[src/rtl/mandel_dispatch_sched.sv]
// Frame scheduler: latches the view per frame, deals pixel jobs round-robin to the
// iteration engines and re-serialises their depths into a raster-order pixel stream.
module mandel_dispatch_sched #(
    parameter int NUM_ENGINES  = 4,
    parameter int X_SIZE       = 960,
    parameter int Y_SIZE       = 720,
    parameter int MAX_INFLIGHT = 8,
    parameter int DEPTH_W      = 10
) (
    input  logic                           out_stream_aclk,
    input  logic                           periph_resetn,
    input  logic                           enable,
    input  logic [31:0]                    cfg_max_iter,
    input  logic [31:0]                    cfg_zoom,
    input  logic [31:0]                    cfg_real_center,
    input  logic [31:0]                    cfg_imag_center,
    output logic [NUM_ENGINES-1:0]         job_valid,
    input  logic [NUM_ENGINES-1:0]         job_ready,
    output logic [10:0]                    job_x,
    output logic [10:0]                    job_y,
    output logic [31:0]                    job_max_iter,
    output logic [31:0]                    job_zoom,
    output logic [31:0]                    job_real_center,
    output logic [31:0]                    job_imag_center,
    input  logic [NUM_ENGINES-1:0]         res_valid,
    input  logic [NUM_ENGINES*DEPTH_W-1:0] res_depth,
    output logic [NUM_ENGINES-1:0]         res_ready,
    output logic                           pix_valid,
    input  logic                           pix_ready,
    output logic [DEPTH_W-1:0]             pix_depth,
    output logic                           pix_sof,
    output logic                           pix_eol,
    output logic                           busy,
    output logic                           frame_done
);

    localparam int EW    = (NUM_ENGINES > 1) ? $clog2(NUM_ENGINES) : 1;
    localparam int IW    = $clog2(MAX_INFLIGHT + 1);
    localparam int TOTAL = X_SIZE * Y_SIZE;
    localparam int PW    = $clog2(TOTAL + 1);

    typedef enum logic [1:0] {IDLE, LATCH, RUN, DRAIN} state_t;

    state_t             state_reg, state_next;
    logic [EW-1:0]      d_reg, c_reg;
    logic [10:0]        x_reg, y_reg, ox_reg, oy_reg;
    logic [IW-1:0]      inflight_reg;
    logic [PW-1:0]      out_left_reg;
    logic               pix_last_reg;
    logic               dispatch_ok, collect_ok;
    logic               job_fire, res_fire, last_job, last_out;
    logic [DEPTH_W-1:0] sel_depth;

    assign dispatch_ok = (state_reg == RUN) && (inflight_reg < IW'(MAX_INFLIGHT));
    assign collect_ok  = (!pix_valid || pix_ready) && (out_left_reg != '0);

    genvar gi;
    generate
        for (gi = 0; gi < NUM_ENGINES; gi++) begin : g_eng
            assign job_valid[gi] = dispatch_ok && (d_reg == EW'(gi));
            assign res_ready[gi] = collect_ok && (c_reg == EW'(gi));
        end
    endgenerate

    assign job_fire  = |(job_valid & job_ready);
    assign res_fire  = |(res_valid & res_ready);
    assign last_job  = job_fire && (x_reg == 11'(X_SIZE - 1)) && (y_reg == 11'(Y_SIZE - 1));
    assign last_out  = pix_valid && pix_ready && pix_last_reg;
    assign sel_depth = res_depth[c_reg * DEPTH_W +: DEPTH_W];
    assign job_x     = x_reg;
    assign job_y     = y_reg;
    assign busy      = (state_reg != IDLE);

    always_comb begin
        state_next = state_reg;
        case (state_reg)
            IDLE:    if (enable) state_next = LATCH;
            LATCH:   state_next = RUN;
            RUN:     if (last_job) state_next = DRAIN;
            DRAIN:   if (last_out) state_next = enable ? LATCH : IDLE;
            default: state_next = IDLE;
        endcase
    end

    always_ff @(posedge out_stream_aclk or negedge periph_resetn) begin
        if (!periph_resetn) begin
            state_reg       <= IDLE;
            frame_done      <= 1'b0;
            job_max_iter    <= '0;
            job_zoom        <= '0;
            job_real_center <= '0;
            job_imag_center <= '0;
            d_reg           <= '0;
            c_reg           <= '0;
            x_reg           <= '0;
            y_reg           <= '0;
            ox_reg          <= '0;
            oy_reg          <= '0;
            out_left_reg    <= '0;
            inflight_reg    <= '0;
            pix_valid       <= 1'b0;
            pix_depth       <= '0;
            pix_sof         <= 1'b0;
            pix_eol         <= 1'b0;
            pix_last_reg    <= 1'b0;
        end else begin
            state_reg  <= state_next;
            frame_done <= (state_reg == DRAIN) && last_out;

            // Shadow registers move only here, so mid-frame cfg writes never tear a frame.
            if (state_reg == LATCH) begin
                job_max_iter    <= cfg_max_iter;
                job_zoom        <= cfg_zoom;
                job_real_center <= cfg_real_center;
                job_imag_center <= cfg_imag_center;
                d_reg           <= '0;
                x_reg           <= '0;
                y_reg           <= '0;
            end else if (job_fire) begin
                d_reg <= (d_reg == EW'(NUM_ENGINES - 1)) ? '0 : d_reg + 1'b1;
                if (x_reg == 11'(X_SIZE - 1)) begin
                    x_reg <= '0;
                    y_reg <= (y_reg == 11'(Y_SIZE - 1)) ? '0 : y_reg + 11'd1;
                end else begin
                    x_reg <= x_reg + 11'd1;
                end
            end

            if (job_fire && !res_fire)
                inflight_reg <= inflight_reg + 1'b1;
            else if (!job_fire && res_fire)
                inflight_reg <= inflight_reg - 1'b1;

            if (state_reg == LATCH) begin
                c_reg        <= '0;
                ox_reg       <= '0;
                oy_reg       <= '0;
                out_left_reg <= PW'(TOTAL);
            end else if (res_fire) begin
                c_reg        <= (c_reg == EW'(NUM_ENGINES - 1)) ? '0 : c_reg + 1'b1;
                out_left_reg <= out_left_reg - 1'b1;
                if (ox_reg == 11'(X_SIZE - 1)) begin
                    ox_reg <= '0;
                    oy_reg <= (oy_reg == 11'(Y_SIZE - 1)) ? '0 : oy_reg + 11'd1;
                end else begin
                    ox_reg <= ox_reg + 11'd1;
                end
            end

            if (res_fire) begin
                pix_valid    <= 1'b1;
                pix_depth    <= sel_depth;
                pix_sof      <= (ox_reg == '0) && (oy_reg == '0);
                pix_eol      <= (ox_reg == 11'(X_SIZE - 1));
                pix_last_reg <= (ox_reg == 11'(X_SIZE - 1)) && (oy_reg == 11'(Y_SIZE - 1));
            end else if (pix_ready) begin
                pix_valid <= 1'b0;
            end
        end
    end

endmodule

[config.mk]
export PLATFORM = sky130hd
export DESIGN_NAME = mandel_dispatch_sched
export DESIGN_NICKNAME = d
export VERILOG_FILES = /design/src/rtl/mandel_dispatch_sched.sv
export SDC_FILE = /design/constraint.sdc
export NUM_CORES = 1
export LEC_CHECK = 0
export CORE_ASPECT_RATIO = 1.2
export CORE_MARGIN = 2
export CORE_UTILIZATION = 45
export DETAILED_ROUTE_END_ITERATION = 8
export PLACE_DENSITY = 0.83
export SLEW_MARGIN = 20
export SYNTH_ARGS = -nofsm -noshare
export SYNTH_HDL_FRONTEND = slang
export SYNTH_SLANG_ARGS = --single-unit
[constraint.sdc]
create_clock -name out_stream_aclk -period 5 [get_ports out_stream_aclk]
set_input_delay 0.5 -clock out_stream_aclk [delete_from_list [all_inputs] [get_ports out_stream_aclk]]
set_output_delay 0.5 -clock out_stream_aclk [all_outputs]
set_load 0.005 [all_outputs]
* Word-level counts from Yosys, hierarchy flattened
Cells that the tools add are included.
Storage, ports and cells: logic and storage cells 121, flip-flop bits (word level) 217, input port bits 180, output and inout bits 173
Operators by class: bitwise logic cells 2, $add $sub $neg 9, magnitude comparators 1, mux-type cells 31, $mul 1, reductions and logical operators 41, equality and inequality tests 16, shift-type cells 1
Operators by type and width (count):
- $mux 11 | 14
- $add 11x1->11 const B | 4
- $eq 11x10->1 const B | 4
- $mux 20 | 2
- $shiftx 40x7->10 | 1
- $logic_not 11->1 | 2
- $reduce_bool 20->1 | 1
- $sub 20x1->20 const B | 1
- $logic_and 1x1->1 | 19
- $mux 2 | 9
- $reduce_bool 2->1 | 7
- $eq 2x2->1 const B | 6
- $and 4x4->4 | 2
- $mux 4 | 2
- $pmux 2 s4 | 1
- $reduce_or 4->1 | 2
- $eq 2x1->1 const B | 3
- $logic_not 2->1 | 3
- $ne 2x2->1 const B | 3
- $mul 2x3->5 const B | 1
- $add 2x1->2 const B | 2
- $add 4x1->4 const B | 1
- $lt 4x4->1 const B | 1
- $reduce_and 2->1 | 2
- other kinds (5) | 9

* Depth between registers and ports, before layout
Gate-level depths: netlist of the first run.
depth after elaboration 9, gate-level depth with buffers 16, depth with buffers taken out 14

* Worst setup path after synthesis of the first run
No wires, ideal clock.
path type register to register, from register out_left_reg[2], to register inflight_reg[3], library setup time 125 ps, data arrival time 3301 ps, period minus slack after synthesis 3426 ps, cell stages (with the launch flop) 16, data required time 4875 ps, path slack 1574 ps, path buffers 3, path through dfrtp_1 > or4_1 > buf_2 > or4b_1 > buf_4 > o21a_4 > clkinv_4 > buf_2 > ha_1 > inv_1 > ha_1 > a21o_1 > a21oi_1 > xnor2_1 > nor2_1 > xor2_1
Between the ends: cells in the longest elaborated chain, start to end 8, elaborated cells on any way between the ends 13, those cells by class mux: 1; bitwise: 1; reduce/logical: 11
RTL lines:
- from (decl) | line 48 | logic [PW-1:0] out_left_reg;
- from (signal assigned) | line 138 | out_left_reg <= PW'(TOTAL);
- from (signal assigned) | line 141 | out_left_reg <= out_left_reg - 1'b1;
- $reduce_bool 20->1 * | line 55 | assign collect_ok = (!pix_valid || pix_ready) && (out_left_reg != '0);
- $logic_and 1x1->1 * | line 55
- $logic_and 1x1->1 | line 61 | assign res_ready[gi] = collect_ok && (c_reg == EW'(gi));
- $and 4x4->4 * | line 66 | assign res_fire = |(res_valid & res_ready);
- $reduce_or 4->1 * | line 66
- $logic_not 1->1 | line 129 | if (job_fire && !res_fire)
- $logic_and 1x1->1 | line 129
- $mux 4 / $reduce_bool 2->1 (equally long branches)
- to (signal assigned) | line 130 | inflight_reg <= inflight_reg + 1'b1;
- to (signal assigned) | line 132 | inflight_reg <= inflight_reg - 1'b1;
- to (decl) | line 47 | logic [IW-1:0] inflight_reg;
Mark *: on every way between the ends. The rest lies on a longest branch, timed or not. A chain may end at the register's enable or synchronous reset.

* Worst setup path in the final report of the first run
Ends and elaborated chain as after synthesis.

==> results.yml, run 1 <==
run_status:
  run_status: "finished, final reports clean"
clock_tree:
  postCtsSetupBuffers: 0
  holdBufCountCts: 0
  cts_made_buffers: 23
  cts_num_sinks: 217
  clk_latency_ns: 0.50
  cts_tree: "yes"
  cts.clk_slew.worst_paths_ns: 0.06
  cts_max_level: 1
  root_buffer: "clkbuf_16"
  clock_path_buffers: 3
  ctsResizeCount: 0
cells_and_area:
  nets: 1371
  design_area_sq_um: 14430
  utilization: 0.6672
  fin_cells: 1455
  drive_gt1_frac: 0.1653
  syn_to_final_growth_pct: 45.83
die:
  dieArea_sq_um: 23200
  die-height_um: 166.4
  rows: 59
  coreArea_sq_um: 21630
  io_pins: 353
  initial_utilization: 0.4575
  die_x_um: 139.4
timing:
  setup_viol: 0
  fmax_mhz: 256.5
  maxSlewHeadroom: 0.3116
  min_period_ns: 3.899
  rsz0062_at_grt: "false"
  tightest_slew_ns: 1.025
  skew_ns: 0.007351
  hold_viol_final: 0
  fin_setup_tns_ns: 0
  post-route-period-util: 0.7797
  slew_violations: 0
  setup_slack_ns: 1.101
placed_design:
  io_buffers: 352
  post-place-ws_ns: 1.147
  place_area_sq_um: 13670
  hpwl_um: 19610
  dpl.cell_count: 1416
  routabilityCongestion: 0.8277
global_route:
  grt_first_pass_wirelength_um: 43820
  gr-total-overflow: 0
  grt_max_degree: 130
  grt_pass1_vias: 8294
  grt_antenna_before_repair: 3
  track_usage: 0.2317
synth:
  ys_seq_area_frac: 0.5487
  synth_edf_count: 0
  avgSynthCellArea_sq_um: 12.04
  synthTopCellsByArea: "dfrtp_1, mux2_2, ha_1, nand2_1, mux4_2"
  yosysTopAreaCellShare: 0.5487
  yosysWarnings: 0
  synth_top_family_by_area: "multiplexers"
  synth_compound_area_frac: 0.07258
  synthFlopType: "dfrtp_1"
  yosys-mux-area-fraction: 0.1728
  ys_ff_latch: 217
  yosys.area_share.adder: 0.03110
  synth-xor-area-share: 0.02301
  synth_nets: 1026
  synth_area_sq_um: 9896
  synth_cell_types: 61
  synth-simple-area-share: 0.1261
  synthCells: 822
  yosysTopAreaCell: "dfrtp_1"
  async_flop_share: 1.000
detailed_routing:
  drc: 0
  wl_um: 27330
  wire_per_inst_um: 18.78
  viasPerCell: 5.421
  drtAntennaViolNets: 0
  via_count: 7888
  drt_iter0_drc: 490
  firstDrtPassIters: 5
power_and_ir_drop:
  ir_worst_vdd_v: 0.0002692
  powerDensity_nw_per_um2: 327.9
  leakage_nw: 6.377
setup_path:
  end_kind: "flip-flop"
  critical_path_required_ns: 5.38
  cp-start-kind: "flip-flop"
  crit_type: "reg -> reg"
  critPathMaxFanout: 36
  worstPathArrival_ns: 4.28
run:
  maxCapViolCount: 0
min_path:
  worstHoldPathType: "in -> async"
-- report_power, final --
group | switching (mW) | leakage [nW] | internal [mW]
Combinational | 0.429 | 3.07 | 0.510
Sequential | 0.167 | 2.92 | 1.89
Clock | 0.683 | 0.381 | 1.05
-- logic make-up after synthesis --
kind of cell    after synthesis
buf+inv                      60
compound gates              109
xor+xnor                     26
mux                         142
simple gates                244
fa+ha+maj                    24
flops                       217
-- cell usage after synthesis, types with 2 or more instances --
library cell  number
o21ai_0           24
a22oi_1            2
nand2b_1           2
and4b_1            2
buf_2              4
mux4_2            10
or3_1              8
o31ai_1            4
a31oi_1            4
o41ai_1            5
ha_1              23
inv_1             22
nand3b_1           4
nor4_1            13
and2_1            11
xor2_1            19
a31o_2             2
a21oi_1           34
and3_1             3
buf_1              4
and4_1             4
nor2b_1            6
nand4_1           13
nor3_1            14
dfrtp_1          217
a41oi_1            2
o21ai_1            4
mux2_2           130
o21a_1             5
o211ai_1           7
or4_1             13
nand3_1           23
o2111ai_1          3
a22o_1             2
clkbuf_1          25
nand2_1           70
xnor2_1            7
buf_4              3
nor2_1            52
-- layout by cell type, fill, tap and decap left out, drive strengths merged, types with 14 or more instances in the layout --
cell type and count:
inv 22, nor2 52, a21oi 34, dfrtp 217
xor2 19, ha 23, mux2 131, nand3 23
o21ai 28, clkdlybuf4s50 351, clkbuf 29, nor4 14
nand2 70, nor3 14
-- final cells by class --
class	count	area, sq um
fillers	1637	7198
diodes	1	2.502
inverters	23	91.34
repair buffers	357	3578
clock inverters	9	123.9
well taps	274	342.8
flip-flops and latches	217	5430
multi-input cells	545	4224
clock buffers	29	638.1
-- worst max-delay path, stage by stage (launching register included) --
cell,delay (ns)
dfrtp_1,0.44
or4_1,0.66
or4b_1,0.72
o21a_4,0.38
clkinv_4,0.24
ha_1,0.25
inv_1,0.10
ha_1,0.28
a21o_1,0.15
a21oi_1,0.18
xnor2_1,0.14
nor2_1,0.07
xor2_1,0.15
-- per-stage QoR --
stage          hold slack (ns)  power, mW
4_1_cts                 0.1591      4.777
3_3_place_gp            0.4570      2.990
5_1_grt                 0.1837      4.976
2_1_floorplan           0.2044      2.611
3_5_place_dp            0.4620      3.021
6_report               0.07589      4.732
-- path summary, 6_finish.rpt --
kind	slack, ns	cells after the start	start	endpoint
setup / recovery	1.10	12	out_left_reg[2]$_DFFE_PN0P_	inflight_reg[3]$_DFFE_PN0P_
min in group out_stream_aclk	0.47	2	pix_depth[4]$_DFFE_PN0P_	pix_depth[4]$_DFFE_PN0P_
setup reg to reg	1.10	12	out_left_reg[2]$_DFFE_PN0P_	inflight_reg[3]$_DFFE_PN0P_
max in group asynchronous	3.64	2	periph_resetn	job_imag_center[27]$_DFFE_PN0P_
hold reg to reg	0.47	2	pix_depth[4]$_DFFE_PN0P_	pix_depth[4]$_DFFE_PN0P_
hold / removal	0.08	1	periph_resetn	oy_reg[2]$_DFFE_PN0P_
-- routing by layer --
metal / track usage / vias to the layer above / routed length (um)
li1: - / 3633 / -
met1: 0.2726 / 3844 / 10230
met2: 0.3981 / 346 / 13600
met3: 0.07763 / 63 / 2555
met4: 0.07861 / 2 / 928
met5: 0 / - / 11
Power figures use the tool's default switching activity.
==> inputs of run 2 (changes only) <==
==> constraint.sdc (replaced) <==
create_clock -name out_stream_aclk -period 4 [get_ports out_stream_aclk]
set_input_delay 0.4 -clock out_stream_aclk [delete_from_list [all_inputs] [get_ports out_stream_aclk]]
set_output_delay 0.4 -clock out_stream_aclk [all_outputs]
set_load 0.005 [all_outputs]
==> run 2 against run 1 <==
Combinational power rose by 25%. Routed wire length down 2.3%. Utilization increased by 0.24 points. Non-clock buffer count grew 8. Sequential share of layout area down 0.13 points. Highest routed layer unchanged.
==> results.yml, run 2 (same netlist as run 1, synthesis figures left out) <==
run_status:
  run_status: "finished, final reports clean"
cells_and_area:
  mostFrequentLayoutCell: "clkdlybuf4s50_1"
  fillers: 1614
  multi_input_area_sq_um: 4224
  nets: 1379
  drive_gt1_frac: 0.1676
  layout_common_cells: "clkdlybuf4s50_1, dfrtp_1, mux2_2, nand2_1, nor2_1"
  seqCellArea_sq_um: 5430
  syn_to_final_growth_pct: 46.35
timing:
  fmax_mhz: 277.4
  post-route-period-util: 0.9013
  min_period_ns: 3.605
  skew_ns: 0.008192
  slew_violations: 0
  fin_hold_ws_ns: 0.4748
  rsz0062_at_grt: "false"
  tightest_slew_ns: 0.8632
  fin_setup_tns_ns: 0
  setup_viol: 0
  hold_viol_final: 0
  maxSlewHeadroom: 0.4201
setup_path:
  startpoint: "out_left_reg[2]$_DFFE_PN0P_"
  crit_type: "reg -> out"
  worstPathArrival_ns: 3.21
  end_kind: "output pin"
  r2r_end: "inflight_reg[3]$_DFFE_PN0P_"
  timing.rr.start: "out_left_reg[2]$_DFFE_PN0P_"
  cp-start-kind: "flip-flop"
  reg2reg_slack_ns: 0.64
  critPathMaxFanout: 9
  critPathCapture: "res_ready[1]"
  critical_path_required_ns: 3.60
  ff2ff_path_depth: 12
die:
  coreArea_sq_um: 21630
  die-height_um: 166.4
  die_x_um: 139.4
  rows: 59
  dieArea_sq_um: 23200
  initial_utilization: 0.4575
  io_pins: 353
global_route:
  grt_first_pass_wirelength_um: 42620
  grt_antenna_before_repair: 3
  grt_pass1_vias: 8124
  track_usage: 0.2249
  grt_max_degree: 100
  gr-total-overflow: 0
detailed_routing:
  drtAntennaViolNets: 0
  viasPerCell: 5.387
  via_count: 7876
  wire_per_inst_um: 18.26
  firstDrtPassIters: 6
  wl_um: 26700
  drc: 0
  drt_iter0_drc: 446
placed_design:
  hpwl_um: 19660
  routabilityCongestion: 0.8454
  io_buffers: 352
run:
  maxCapViolCount: 0
clock_tree:
  cts.clk_slew.worst_paths_ns: 0.06
  cts_made_buffers: 23
  clk_latency_ns: 0.49
  cts_max_level: 1
  ctsResizeCount: 0
  cts_num_sinks: 217
  root_buffer: "clkbuf_16"
  cts_tree: "yes"
  clock_path_buffers: 3
power_and_ir_drop:
  leakage_nw: 6.404
  powerDensity_nw_per_um2: 406.7
  ir_worst_vdd_v: 0.0003402
  power.total_mw: 5.890
min_path:
  worstHoldPathCells: 2
  worstHoldPathType: "reg -> reg"
  hp-start: "pix_depth[4]$_DFFE_PN0P_"
run 2: what timing repair did:
| action | CTS | global route |
|---|---|---|
| setup endpoints to repair | 0 | 0 |
| setup buffers | 0 | 0 |
| hold buffers | 1 | 0 |
| endpoints found under the hold margin | 95 | 0 |
run 2: routing by layer:
metal	track usage	share of wire	wire [um]	vias up
li1	-	-	-	3665
met1	0.2617	0.38	10080	3865
met2	0.4026	0.51	13550	304
met3	0.07648	0.098	2616	38
met4	0.04787	0.016	429	4
met5	0	0.00090	24	-
run 2: how the worst min path moves through the flow:
stage / to / slack, ns
2_1_floorplan: c_reg[0]$_DFFE_PN0P_ / 0.10
3_3_place_gp: pix_depth[9]$_DFFE_PN0P_ / 0.46
3_5_place_dp: pix_depth[6]$_DFFE_PN0P_ / 0.46
4_1_cts: pix_depth[6]$_DFFE_PN0P_ / 0.48
5_1_grt: job_max_iter[16]$_DFFE_PN0P_ / 0.50
6_report: pix_depth[4]$_DFFE_PN0P_ / 0.47
run 2: power by group:
group | total [mW] | switching (mW) | internal, mW
combinational | 1.17 | 0.528 | 0.643
sequential | 2.58 | 0.210 | 2.36
clock | 2.14 | 0.831 | 1.31
total | 5.89 | 1.57 | 4.32
run 2: worst max-delay path: stages, from the launching register on:
cell	delay [ns]
dfrtp_1	0.43
or4_1	0.67
or4b_1	0.55
buf_4	0.20
nor2_1	0.15
nor2_1	0.09
and2_1	0.18
clkdlybuf4s50_1	0.44
run 2: stage by stage:
| step | util | cell area, sq um | instances | worst slack [ns] |
|---|---|---|---|---|
| 3_5_place_dp | 0.6343 | 13720 | 1423 | 0.6595 |
| 2_1_floorplan | - | 9896 | 822 | 0.5740 |
| 5_1_grt | 0.6695 | 14480 | 1461 | 0.2817 |
| 3_3_place_gp | 0.6343 | 13720 | 1423 | 0.6997 |
| 6_report | 0.6696 | 14480 | 1462 | 0.3949 |
| 4_1_cts | 0.6695 | 14480 | 1461 | 0.3904 |
run 2: layout make-up:
class,instances,area share
Clock inverter,6,0.007257
Antenna cell,1,0.0001728
Tap cell,274,0.02367
Inverter,23,0.006307
Sequential cell,217,0.3749
Multi-Input combinational cell,545,0.2917
Clock buffer,31,0.04458
Timing Repair Buffer,365,0.2514
==> inputs of run 3 (changes only) <==
--- a/config.mk
+++ b/config.mk
@@ -9,6 +9,7 @@
 export CORE_MARGIN = 2
 export CORE_UTILIZATION = 45
 export DETAILED_ROUTE_END_ITERATION = 8
+export HOLD_SLACK_MARGIN = 0.1
 export PLACE_DENSITY = 0.83
 export SLEW_MARGIN = 20
 export SYNTH_ARGS = -nofsm -noshare
==> results of run 3 <==
The final DEF is identical to that of run 2; final timing and power are the same.
